**src/rtl/bru_q_pkg.sv**
```systemverilog
// Shared types for the branch resolution unit: uop bundle, class/branch enums,
// and the resolved-result entry held in the bru_q result queue.
package bru_q_pkg;

  localparam int unsigned BRU_DEPTH_DEFAULT = 4;
  localparam int unsigned BRU_EPOCH_W       = 2;
  localparam int unsigned ROB_W             = 6;
  localparam int unsigned PHYS_W            = 7;

  typedef enum logic [1:0] {
    UOP_ALU    = 2'd0,
    UOP_MEM    = 2'd1,
    UOP_BRANCH = 2'd2,
    UOP_JUMP   = 2'd3
  } uop_class_e;

  typedef enum logic [2:0] {
    BR_EQ  = 3'd0,
    BR_NE  = 3'd1,
    BR_LT  = 3'd4,
    BR_GE  = 3'd5,
    BR_LTU = 3'd6,
    BR_GEU = 3'd7
  } br_type_e;

  typedef struct packed {
    logic [31:0]            pc;
    logic [31:0]            imm;
    uop_class_e             uop_class;
    br_type_e               branch_type;
    logic                   uses_rs1;
    logic                   uses_rd;
    logic                   pred_taken;
    logic [31:0]            pred_target;
    logic [ROB_W-1:0]       rob_idx;
    logic [PHYS_W-1:0]      prd_new;
    logic [BRU_EPOCH_W-1:0] epoch;
  } rs_uop_t;

  typedef struct packed {
    logic [31:0]            pc;
    logic                   uses_rd;
    logic [BRU_EPOCH_W-1:0] epoch;
    logic [ROB_W-1:0]       rob_idx;
    logic [PHYS_W-1:0]      prd_new;
    logic                   taken;
    logic [31:0]            target;
    logic                   mispred;
    logic [31:0]            redirect_pc;
  } bru_entry_t;

endpackage

```
**src/rtl/bru_q_if.sv**
```systemverilog
// Request and writeback/branch bundle between the reservation station,
// the branch resolution unit and its downstream consumers.
interface bru_q_if;
  import bru_q_pkg::*;

  logic                   req_valid;
  logic                   req_ready;
  rs_uop_t                req_uop;
  logic [31:0]            rs1_val;
  logic [31:0]            rs2_val;

  logic                   wb_valid;
  logic                   wb_ready;
  logic                   wb_uses_rd;
  logic [BRU_EPOCH_W-1:0] wb_epoch;
  logic [ROB_W-1:0]       wb_rob_idx;
  logic [PHYS_W-1:0]      wb_prd_new;
  logic [31:0]            wb_data;
  logic [31:0]            wb_pc;

  logic                   br_valid;
  logic                   act_taken;
  logic [31:0]            target_pc;
  logic                   mispredict;
  logic                   redirect_valid;
  logic [31:0]            redirect_pc;

  modport master (
    output req_valid, req_uop, rs1_val, rs2_val, wb_ready,
    input  req_ready, wb_valid, wb_uses_rd, wb_epoch, wb_rob_idx, wb_prd_new,
           wb_data, wb_pc, br_valid, act_taken, target_pc, mispredict,
           redirect_valid, redirect_pc
  );

  modport slave (
    input  req_valid, req_uop, rs1_val, rs2_val, wb_ready,
    output req_ready, wb_valid, wb_uses_rd, wb_epoch, wb_rob_idx, wb_prd_new,
           wb_data, wb_pc, br_valid, act_taken, target_pc, mispredict,
           redirect_valid, redirect_pc
  );

endinterface

```
**src/rtl/bru_res_fifo.sv**
```systemverilog
// In-order FIFO of resolved branch entries. Pointers carry one extra wrap
// bit so full and empty are distinguished by the MSB compare. Epoch-agnostic.
module bru_res_fifo
  import bru_q_pkg::*;
#(
  parameter int unsigned DEPTH = BRU_DEPTH_DEFAULT
) (
  input  logic                   clk,
  input  logic                   rst,
  input  logic                   push,
  input  bru_entry_t             push_data,
  input  logic                   pop,
  output bru_entry_t             pop_data,
  output logic                   full,
  output logic                   empty,
  output logic [$clog2(DEPTH):0] count
);

  localparam int unsigned IDX_W = $clog2(DEPTH);
  localparam logic [IDX_W:0] PTR_ONE = 1;

  logic [IDX_W:0] wr_ptr_q, wr_ptr_d;
  logic [IDX_W:0] rd_ptr_q, rd_ptr_d;
  bru_entry_t     mem_q [DEPTH];
  bru_entry_t     mem_d [DEPTH];

  // Next-state for pointers and storage; a write into the slot being read
  // on a full push+pop is safe because the read is taken before the edge.
  always_comb begin
    wr_ptr_d = wr_ptr_q;
    rd_ptr_d = rd_ptr_q;
    mem_d    = mem_q;
    if (push) begin
      mem_d[wr_ptr_q[IDX_W-1:0]] = push_data;
      wr_ptr_d                   = wr_ptr_q + PTR_ONE;
    end
    if (pop) begin
      rd_ptr_d = rd_ptr_q + PTR_ONE;
    end
  end

  // Pointer and storage registers, all cleared on reset.
  always_ff @(posedge clk) begin
    if (rst) begin
      wr_ptr_q <= '0;
      rd_ptr_q <= '0;
      for (int unsigned i = 0; i < DEPTH; i++) begin
        mem_q[i] <= '0;
      end
    end else begin
      wr_ptr_q <= wr_ptr_d;
      rd_ptr_q <= rd_ptr_d;
      mem_q    <= mem_d;
    end
  end

  // Status and head read-out.
  always_comb begin
    pop_data = mem_q[rd_ptr_q[IDX_W-1:0]];
    empty    = (wr_ptr_q == rd_ptr_q);
    full     = (wr_ptr_q[IDX_W] != rd_ptr_q[IDX_W]) &&
               (wr_ptr_q[IDX_W-1:0] == rd_ptr_q[IDX_W-1:0]);
    count    = wr_ptr_q - rd_ptr_q;
  end

endmodule

```
**src/rtl/bru_q.sv**
```systemverilog
// Branch resolution unit: resolves BRANCH/JUMP uops in the accept cycle,
// queues results in order, drops stale-epoch heads silently, and keeps
// wrapping counters of retired branches and mispredicts.
module bru_q
  import bru_q_pkg::*;
#(
  parameter int unsigned DEPTH   = BRU_DEPTH_DEFAULT,
  parameter int unsigned EPOCH_W = BRU_EPOCH_W,
  parameter int unsigned CNT_W   = 32
) (
  input  logic                   clk,
  input  logic                   rst,
  input  logic [EPOCH_W-1:0]     cur_epoch,
  bru_q_if.slave                 bus,
  output logic [$clog2(DEPTH):0] occupancy,
  output logic [CNT_W-1:0]       br_cnt,
  output logic [CNT_W-1:0]       mispred_cnt
);

  rs_uop_t     uop;
  bru_entry_t  res;
  bru_entry_t  head;
  logic [31:0] a;
  logic [31:0] b;
  logic        cond;
  logic        push;
  logic        pop;
  logic        full;
  logic        empty;
  logic        live;

  logic [CNT_W-1:0] br_cnt_q, br_cnt_d;
  logic [CNT_W-1:0] mispred_cnt_q, mispred_cnt_d;

  // Resolve the offered uop: direction, target, mispredict and next PC.
  always_comb begin
    uop  = bus.req_uop;
    a    = bus.rs1_val;
    b    = bus.rs2_val;
    cond = 1'b0;
    case (uop.branch_type)
      BR_EQ:   cond = (a == b);
      BR_NE:   cond = (a != b);
      BR_LT:   cond = ($signed(a) <  $signed(b));
      BR_GE:   cond = ($signed(a) >= $signed(b));
      BR_LTU:  cond = (a <  b);
      BR_GEU:  cond = (a >= b);
      default: cond = 1'b0;
    endcase

    res         = '0;
    res.pc      = uop.pc;
    res.uses_rd = uop.uses_rd;
    res.epoch   = uop.epoch;
    res.rob_idx = uop.rob_idx;
    res.prd_new = uop.prd_new;
    res.taken   = 1'b0;
    res.target  = uop.pc + 32'd4;
    case (uop.uop_class)
      UOP_BRANCH: begin
        res.taken  = cond;
        res.target = uop.pc + uop.imm;
      end
      UOP_JUMP: begin
        res.taken  = 1'b1;
        res.target = uop.uses_rs1 ? ((a + uop.imm) & ~32'd1) : (uop.pc + uop.imm);
      end
      default: ;
    endcase
    res.mispred     = (res.taken != uop.pred_taken) ||
                      (res.taken && (res.target != uop.pred_target));
    res.redirect_pc = res.taken ? res.target : (uop.pc + 32'd4);
  end

  // Handshake: a stale head pops unconditionally, a live one waits for wb_ready.
  always_comb begin
    live          = !empty && (head.epoch == cur_epoch);
    pop           = !empty && (!live || bus.wb_ready);
    bus.req_ready = !rst && (!full || pop);
    push          = bus.req_valid && bus.req_ready;
  end

  bru_res_fifo #(
    .DEPTH (DEPTH)
  ) u_fifo (
    .clk       (clk),
    .rst       (rst),
    .push      (push),
    .push_data (res),
    .pop       (pop),
    .pop_data  (head),
    .full      (full),
    .empty     (empty),
    .count     (occupancy)
  );

  // Head presentation; data always reflects the head slot, valids are gated.
  always_comb begin
    bus.wb_valid       = live;
    bus.wb_uses_rd     = head.uses_rd;
    bus.wb_epoch       = head.epoch;
    bus.wb_rob_idx     = head.rob_idx;
    bus.wb_prd_new     = head.prd_new;
    bus.wb_data        = head.pc + 32'd4;
    bus.wb_pc          = head.pc;
    bus.br_valid       = live && bus.wb_ready;
    bus.act_taken      = head.taken;
    bus.target_pc      = head.target;
    bus.mispredict     = head.mispred;
    bus.redirect_valid = bus.br_valid && head.mispred;
    bus.redirect_pc    = head.redirect_pc;
  end

  // Counter next-state; wraps naturally at 2^CNT_W.
  always_comb begin
    br_cnt_d      = br_cnt_q + {{(CNT_W-1){1'b0}}, bus.br_valid};
    mispred_cnt_d = mispred_cnt_q + {{(CNT_W-1){1'b0}}, bus.redirect_valid};
  end

  // Performance counter registers.
  always_ff @(posedge clk) begin
    if (rst) begin
      br_cnt_q      <= '0;
      mispred_cnt_q <= '0;
    end else begin
      br_cnt_q      <= br_cnt_d;
      mispred_cnt_q <= mispred_cnt_d;
    end
  end

  assign br_cnt      = br_cnt_q;
  assign mispred_cnt = mispred_cnt_q;

endmodule

```
**src/flat_wrapper.sv**
```systemverilog
// flat-port wrapper written by rule: the top's interface ports become plain ports
module bru_q_flat import bru_q_pkg::*;
#(
  parameter int unsigned DEPTH   = BRU_DEPTH_DEFAULT,
  parameter int unsigned EPOCH_W = BRU_EPOCH_W,
  parameter int unsigned CNT_W   = 32
)
  (clk, rst, cur_epoch, occupancy, br_cnt, mispred_cnt, bus_req_valid, bus_req_uop, bus_rs1_val, bus_rs2_val, bus_wb_ready, bus_req_ready, bus_wb_valid, bus_wb_uses_rd, bus_wb_epoch, bus_wb_rob_idx, bus_wb_prd_new, bus_wb_data, bus_wb_pc, bus_br_valid, bus_act_taken, bus_target_pc, bus_mispredict, bus_redirect_valid, bus_redirect_pc);
  bru_q_if bus_i ();
  input  logic clk;
  input  logic rst;
  input  logic [EPOCH_W-1:0] cur_epoch;
  output logic [$clog2(DEPTH):0] occupancy;
  output logic [CNT_W-1:0] br_cnt;
  output logic [CNT_W-1:0] mispred_cnt;
  input wire logic [$bits(bus_i.req_valid)-1:0] bus_req_valid;
  input wire logic [$bits(bus_i.req_uop)-1:0] bus_req_uop;
  input wire logic [$bits(bus_i.rs1_val)-1:0] bus_rs1_val;
  input wire logic [$bits(bus_i.rs2_val)-1:0] bus_rs2_val;
  input wire logic [$bits(bus_i.wb_ready)-1:0] bus_wb_ready;
  output wire logic [$bits(bus_i.req_ready)-1:0] bus_req_ready;
  output wire logic [$bits(bus_i.wb_valid)-1:0] bus_wb_valid;
  output wire logic [$bits(bus_i.wb_uses_rd)-1:0] bus_wb_uses_rd;
  output wire logic [$bits(bus_i.wb_epoch)-1:0] bus_wb_epoch;
  output wire logic [$bits(bus_i.wb_rob_idx)-1:0] bus_wb_rob_idx;
  output wire logic [$bits(bus_i.wb_prd_new)-1:0] bus_wb_prd_new;
  output wire logic [$bits(bus_i.wb_data)-1:0] bus_wb_data;
  output wire logic [$bits(bus_i.wb_pc)-1:0] bus_wb_pc;
  output wire logic [$bits(bus_i.br_valid)-1:0] bus_br_valid;
  output wire logic [$bits(bus_i.act_taken)-1:0] bus_act_taken;
  output wire logic [$bits(bus_i.target_pc)-1:0] bus_target_pc;
  output wire logic [$bits(bus_i.mispredict)-1:0] bus_mispredict;
  output wire logic [$bits(bus_i.redirect_valid)-1:0] bus_redirect_valid;
  output wire logic [$bits(bus_i.redirect_pc)-1:0] bus_redirect_pc;
  assign bus_i.req_valid = bus_req_valid;
  assign bus_i.req_uop = bus_req_uop;
  assign bus_i.rs1_val = bus_rs1_val;
  assign bus_i.rs2_val = bus_rs2_val;
  assign bus_i.wb_ready = bus_wb_ready;
  assign bus_req_ready = bus_i.req_ready;
  assign bus_wb_valid = bus_i.wb_valid;
  assign bus_wb_uses_rd = bus_i.wb_uses_rd;
  assign bus_wb_epoch = bus_i.wb_epoch;
  assign bus_wb_rob_idx = bus_i.wb_rob_idx;
  assign bus_wb_prd_new = bus_i.wb_prd_new;
  assign bus_wb_data = bus_i.wb_data;
  assign bus_wb_pc = bus_i.wb_pc;
  assign bus_br_valid = bus_i.br_valid;
  assign bus_act_taken = bus_i.act_taken;
  assign bus_target_pc = bus_i.target_pc;
  assign bus_mispredict = bus_i.mispredict;
  assign bus_redirect_valid = bus_i.redirect_valid;
  assign bus_redirect_pc = bus_i.redirect_pc;
  bru_q #(.DEPTH(DEPTH), .EPOCH_W(EPOCH_W), .CNT_W(CNT_W)) u_core (.clk(clk), .rst(rst), .cur_epoch(cur_epoch), .bus(bus_i), .occupancy(occupancy), .br_cnt(br_cnt), .mispred_cnt(mispred_cnt));
endmodule
```
**config.mk**
```make
export PLATFORM = sky130hd
export DESIGN_NAME = bru_q_flat
export DESIGN_NICKNAME = d
export VERILOG_FILES = /design/src/rtl/bru_q_pkg.sv /design/src/rtl/bru_q_if.sv /design/src/rtl/bru_res_fifo.sv /design/src/rtl/bru_q.sv /design/src/flat_wrapper.sv
export SDC_FILE = /design/constraint.sdc
export NUM_CORES = 1
export LEC_CHECK = 0
export ABC_AREA = 1
export BUFFER_PORTS_ARGS = -buffer_cell sky130_fd_sc_hd__buf_2
export CAP_MARGIN = 20
export CORE_MARGIN = 5
export CORE_UTILIZATION = 45
export CTS_CLUSTER_DIAMETER = 40
export DETAILED_ROUTE_END_ITERATION = 8
export PLACE_DENSITY_LB_ADDON = 0.15
export SETUP_SLACK_MARGIN = 0.2
export SLEW_MARGIN = 15
export SYNTH_ARGS = -nofsm -noshare
export SYNTH_HDL_FRONTEND = slang
export SYNTH_SLANG_ARGS = --single-unit
```
**constraint.sdc**
```tcl
create_clock -name clk -period 10 [get_ports clk]
set_clock_uncertainty 0.1 [all_clocks]
set_input_delay 0 -clock clk [delete_from_list [all_inputs] [get_ports clk]]
set_output_delay 0 -clock clk [all_outputs]
set_load 0.02 [all_outputs]
```
* Word level (Yosys, flattened, before mapping)
Cells that the tools add are included.
Word-level totals: bits in registers 526, input bits 189, output and inout port bits 217, word-level logic and storage cells 100
Cells by class: add/subtract/negate cells 9, order comparisons 7, eq/ne operators 15, multiplexer cells 10, bitwise gates (word level) 2, reductions and logical operators 17
Operator list (number):
- bitwise mux 456 bit | 1
- 2-to-1 mux 114 bit | 3
- binary-select mux 114 bit (select 2 bit) | 1
- demux 114 bit (select 2 bit) | 1
- one-hot mux 33 bit (2 select lines) | 1
- adder 32 x 1 -> 32 bit | 2
- adder 32 x 3 -> 32 bit (second input constant) | 2
- adder 32 bit | 2
- greater-or-equal comparator 32 bit | 2
- < comparator 32 bit | 2
- 2-to-1 mux 32 bit | 2
- != test 32 bit | 2
- == test 32 bit | 1
- == test 3 bit (second input constant) | 4
- logical AND 1 bit | 9
- adder 3 x 1 -> 3 bit (second input constant) | 2
- greater-or-equal comparator 3 bit (second input constant) | 2
- inverter 2 -> 3 bit | 2
- one-hot mux 1 bit (6 select lines) | 1
- == test 2 bit | 2
- == test 2 bit (second input constant) | 2
- logical NOT 1 bit | 4
- == test 3 x 1 -> 1 bit (second input constant) | 1
- == test 3 bit | 1
- other kinds (5) | 8

* Logic depth before layout (Yosys ltp)
depth after elaboration 12, gate-level depth with buffers 35, gate-level depth less buffers 30

* Cells and area by module
From an unflattened synthesis, not the netlist that was laid out.
Second synthesis, totals: cells, all modules 6115, area, all modules 34943.5 sq um
By module, submodules not included:
- bru_res_fifo | instances 1, cells an instance 3821, area each 22733.1 sq um, sequential area each 9248.9 sq um
- bru_q | instances 1, cells an instance 2294, area each 12210.5 sq um, sequential area each 1281.2 sq um

* Worst setup path after synthesis
OpenSTA, ideal clock, no wires.
path kind register to register, from register u_core.u_fifo.rd_ptr_q[1], to register u_core.mispred_cnt_q[26] (netlist: u_core.mispred_cnt[26]), library setup time 60 ps, arrival 5540 ps, data required time 9840 ps, setup slack 4300 ps, stages on the path, launching flop included 35, path buffers 6, period minus slack after synthesis 5700 ps, cells stage by stage dfxtp_1 > inv_2 > buf_2 > buf_2 > buf_2 > buf_2 > clkbuf_1 > clkbuf_1 > ha_1 > nand2_1 > nor2_1 > nor3b_2 > nand2_1 > a21oi_1 > ha_1 > ha_1 > nand2_1 > inv_1 > nand2_1 > nor2_2 > nand2_1 > nor2_1 > nand3_1 > nor2_1 > nand2_1 > nor2_2 > nand3_1 > nor3_2 > nand2_1 > nor2_1 > nand2_1 > nor2_2 > nand2_1 > o21ai_0 > and3_1
On the way: cells in the longest elaborated chain, start to end 9, elaborated cells on any way between the ends 11, classes of those cells add/sub: 1; eq/ne: 2; mux: 3; bitwise: 1; reduce/logical: 4
Ends and longest elaborated chain:
- start, declared | line bru_res_fifo.sv:23 | logic [IDX_W:0] rd_ptr_q, rd_ptr_d;
- start signal, assigned | line bru_res_fifo.sv:52 | rd_ptr_q <= rd_ptr_d;
- inverter 2 -> 3 bit (implied by the code) | line bru_res_fifo.sv:59 | pop_data = mem_q[rd_ptr_q[IDX_W-1:0]];
- binary-select mux 114 bit (select 2 bit) | line bru_res_fifo.sv:59
- 2-to-1 mux 114 bit (implied by the code) (2 in a row) | line bru_res_fifo.sv:59
- == test 2 bit | line bru_q.sv:77 | live = !empty && (head.epoch == cur_epoch);
- logical AND 1 bit (*) | line bru_q.sv:77
- named net bus_wb_valid | line flat_wrapper.sv:22 | output wire logic [$bits(bus_i.wb_valid)-1:0] bus_wb_valid;
- logical AND 1 bit (*) | line bru_q.sv:106 | bus.br_valid = live && bus.wb_ready;
- logical AND 1 bit (*) | line bru_q.sv:110 | bus.redirect_valid = bus.br_valid && head.mispred;
- named net bus_redirect_valid | line flat_wrapper.sv:33 | output wire logic [$bits(bus_i.redirect_valid)-1:0] bus_redirect_valid;
- adder 32 x 1 -> 32 bit (*) | line bru_q.sv:117 | mispred_cnt_d = mispred_cnt_q + {{(CNT_W-1){1'b0}}, bus.redirect_valid};
- end signal, assigned | line bru_q.sv:127 | mispred_cnt_q <= mispred_cnt_d;
- end, declared | line bru_q.sv:33 | logic [CNT_W-1:0] mispred_cnt_q, mispred_cnt_d;
Mark *: on every way through the listed nets, which the timed path passes. The rest lies on a longest branch. The select of a mux whose other input is x is not followed. A chain may end at the register's enable or synchronous reset.

* Worst setup path after layout
from register u_core.u_fifo.rd_ptr_q[0], to register u_core.u_fifo.mem_q[389] (netlist bit)
On the way: cells in the longest elaborated chain, start to end 12, elaborated cells on any way between the ends 17, classes of those cells eq/ne: 3; mux: 3; bitwise: 1; reduce/logical: 10
Ends and longest elaborated chain:
- inverter 2 -> 3 bit (implied by the code) | line bru_res_fifo.sv:59
- binary-select mux 114 bit (select 2 bit) | line bru_res_fifo.sv:59
- 2-to-1 mux 114 bit (implied by the code) (2 in a row) | line bru_res_fifo.sv:59
- == test 2 bit | line bru_q.sv:77
- logical AND 1 bit | line bru_q.sv:77
- logical NOT 1 bit | line bru_q.sv:78 | pop = !empty && (!live || bus.wb_ready);
- logical OR 1 bit | line bru_q.sv:78
- logical AND 1 bit | line bru_q.sv:78
- logical OR 1 bit (*) | line bru_q.sv:79 | bus.req_ready = !rst && (!full || pop);
- logical AND 1 bit (*) | line bru_q.sv:79
- logical AND 1 bit (*) | line bru_q.sv:80 | push = bus.req_valid && bus.req_ready;
- end signal, assigned | line bru_res_fifo.sv:53 | mem_q <= mem_d;
- end, declared | line bru_res_fifo.sv:24 | bru_entry_t mem_q [DEPTH];
Mark *: on every way between the ends. The rest lies on a longest branch, timed or not. The select of a mux whose other input is x is not followed.

==> qor.csv <==
metric;value;unit
synthCells;4920;
drv_cap;0;
route.detailed.drc;0;
grt_pass1_vias;30100;
wl;113000;um
ys.flop_type;dfxtp_1;
cellPowerDensity;213;nW/um^2
status;finished, final reports clean;
r2r_slack;4.23;ns
grt-ovfl-total;0;
rsz0062_at_grt;false;
drt_iter0_drc;3472;
drive_above_1_share;12.1;%
die_w;276;um
cts_tree;done;
antenna_left;0;
critPathLaunchType;flop;
synth_largest_area_cell;dfxtp_1;
ir_worst_vdd;0.000173;V
clk_latency;0.64;ns
min_path_type;in -> reg;
cts_resized;0;
synth_area_leaders;dfxtp_1 (33%), nand2_1 (13%), inv_1 (8.2%);
grt_pass1_wl;171000;um
clock-sinks;526;
synth-edff-count;0;
slew_headroom;25.8;%
final_period_minus_worst_setup_slack;5.77;ns
yosysMostFrequentCell;nand2_1;
post_cts_buffers;0;
vias;33600;
row_count;97;
ys_warn_count;0;
dr.pass1.iters;6;
cp.arrival;6.20;ns
syn_nets;5218;
holdBufCountCts;60;
start_util;45.3;%
crit_type;reg -> reg;
coreArea;70000;um^2
portBuffers;405;
hold_viol;0;
drt-wirelength-per-cell;18.2;um
fmax;0.173;GHz
dieArea;76000;um^2
synth_area;31700;um^2
setup_tns;0;ns
finalCritPeriodShare;57.7;%
ys_ff_latch;526;
area_growth;18.6;%
cp.required;10.43;ns
tightest_slew;1.11;ns
clk_pin_slew_worst_paths;0.06;ns
synthDistinctLibCells;49;
die_y;276;um
htreeDepth;3;
globalplace.congestion;0.969;
root_buffer;clkbuf_16;
num_io_pins;406;
cp_max_fo;91;
final_util;53.8;%
setup_violations;0;
grtUsageTotal;28.2;%
antenna_found_initial;4;
drv_slew;0;
syn_area_per_cell;6.45;um^2
nets;5525;
yosysSeqAreaShare;33.2;%
numCtsBuffers;85;
synth_commonest_cells;nand2_1 (1131), inv_1 (696), dfxtp_1 (526), o21ai_0 (463), nor2_1 (433);
leakagePower;18.5;nW
clock_path_buffers;3;
avgViaCountPerCell;5.39;
cp-end-kind;flop;
synth_top_area_share;33.2;%
async_flop_share;0;%
grt_max_degree;165;
fin_hold_ws;0.103;ns
dp.final_hpwl;77500;um
-- report_power, final --
group / internal (mW) / switching [mW]
logic: 0.777 / 1.97
clock network: 1.91 / 1.13
registers: 2.18 / 0.0670
total: 4.86 / 3.17
-- critical path: stages, from the launching register on --
cell           delay [ns]
dfxtp_4              0.65
buf_4                0.81
a21oi_1              0.15
o21ai_1              0.13
nand2_1              0.11
xor2_1               0.16
nor3b_2              0.17
dlygate4sd3_1        0.58
a21oi_2              0.20
o21ai_2              0.08
inv_2                0.12
nand2_4              0.07
inv_4                0.09
nand2_4              0.33
inv_4                0.63
buf_4                0.79
o21ai_0              0.21
a31oi_1              0.20
-- layout by cell type (no fill, tap or decap), drive strengths merged, types with 5 or more instances in the layout --
cell and instances:
nand2 1139, inv 726, dfxtp 526, o21ai 501
nor2 444, buf 428, a21oi 347, nand3 271
ha 106, clkbuf 106, o21bai 102, o22ai 87
a31oi 79, o211ai 67, dlygate4sd3 60, xor2 57
nor3 53, o21a 43, clkinv 23, nand4 22
a32oi 21, xnor2 17, nand3b 14, nor4 9
and3 8, bufinv 8, clkinvlp 8, nor3b 8
a211oi 5
-- sequential cells by signal, summed over array words and instances, names as in the netlist --
register	cells
u_core.u_fifo.mem_q	456
u_core.br_cnt	32
u_core.mispred_cnt	32
u_core.u_fifo.rd_ptr_q	3
u_core.u_fifo.wr_ptr_q	3
-- per-layer routing --
metal / part of all wire (%) / wire length [um] / global-route usage, % / vias up
met3: 8.1 / 9200 / 4.26 / 200
met4: 3.1 / 3560 / 8.73 / 0
met2: 45 / 50900 / 45.5 / 1352
met1: 44 / 49800 / 39.1 / 15400
li1: - / - / - / 16700
met5: 0 / 0 / 0 / -
-- per-stage QoR --
step	setup slack (ns)	cells	total power [mW]	instance area (um^2)
6_report	4.23	6241	8.02	37600
3_5_place_dp	4.62	6018	4.98	34000
4_1_cts	4.32	6235	8.05	37600
3_3_place_gp	4.71	6018	4.97	34000
5_1_grt	3.86	6239	8.39	37600
2_1_floorplan	4.30	4920	4.05	31700
-- cells by family (layout without fill, tap and decap cells) --
group | after synthesis | after routing | synth area share (%)
other cells | 0 | 4 | 0
buf+inv | 982 | 1359 | 12.2
flops | 526 | 526 | 33.2
simple gates | 1974 | 1974 | 25.6
xor+xnor | 74 | 74 | 2.04
compound gates | 1255 | 1255 | 22.6
fa+ha+maj | 109 | 109 | 4.37
-- cell type report --
cell class | instances | area, um^2
Timing Repair Buffer | 488 | 2840
Multi-Input combinational cell | 3412 | 17400
Tap cell | 940 | 1180
Antenna cell | 4 | 10.0
Inverter | 714 | 2710
Clock inverter | 51 | 682
Clock buffer | 106 | 2340
Sequential cell | 526 | 10500
Fill cell | 7148 | 32400
-- worst paths after layout --
path,from,endpoint,cells past startpoint
worst max-delay path,u_core.u_fifo.rd_ptr_q[0],u_core.u_fifo.mem_q[389],17
worst min-delay path,bus_req_uop[0],u_core.u_fifo.mem_q[79],4
worst max register to register,u_core.u_fifo.rd_ptr_q[0],u_core.u_fifo.mem_q[389],17
worst min register to register,u_core.u_fifo.mem_q[426],u_core.u_fifo.mem_q[426],2
(Power assumes the default switching activity.)
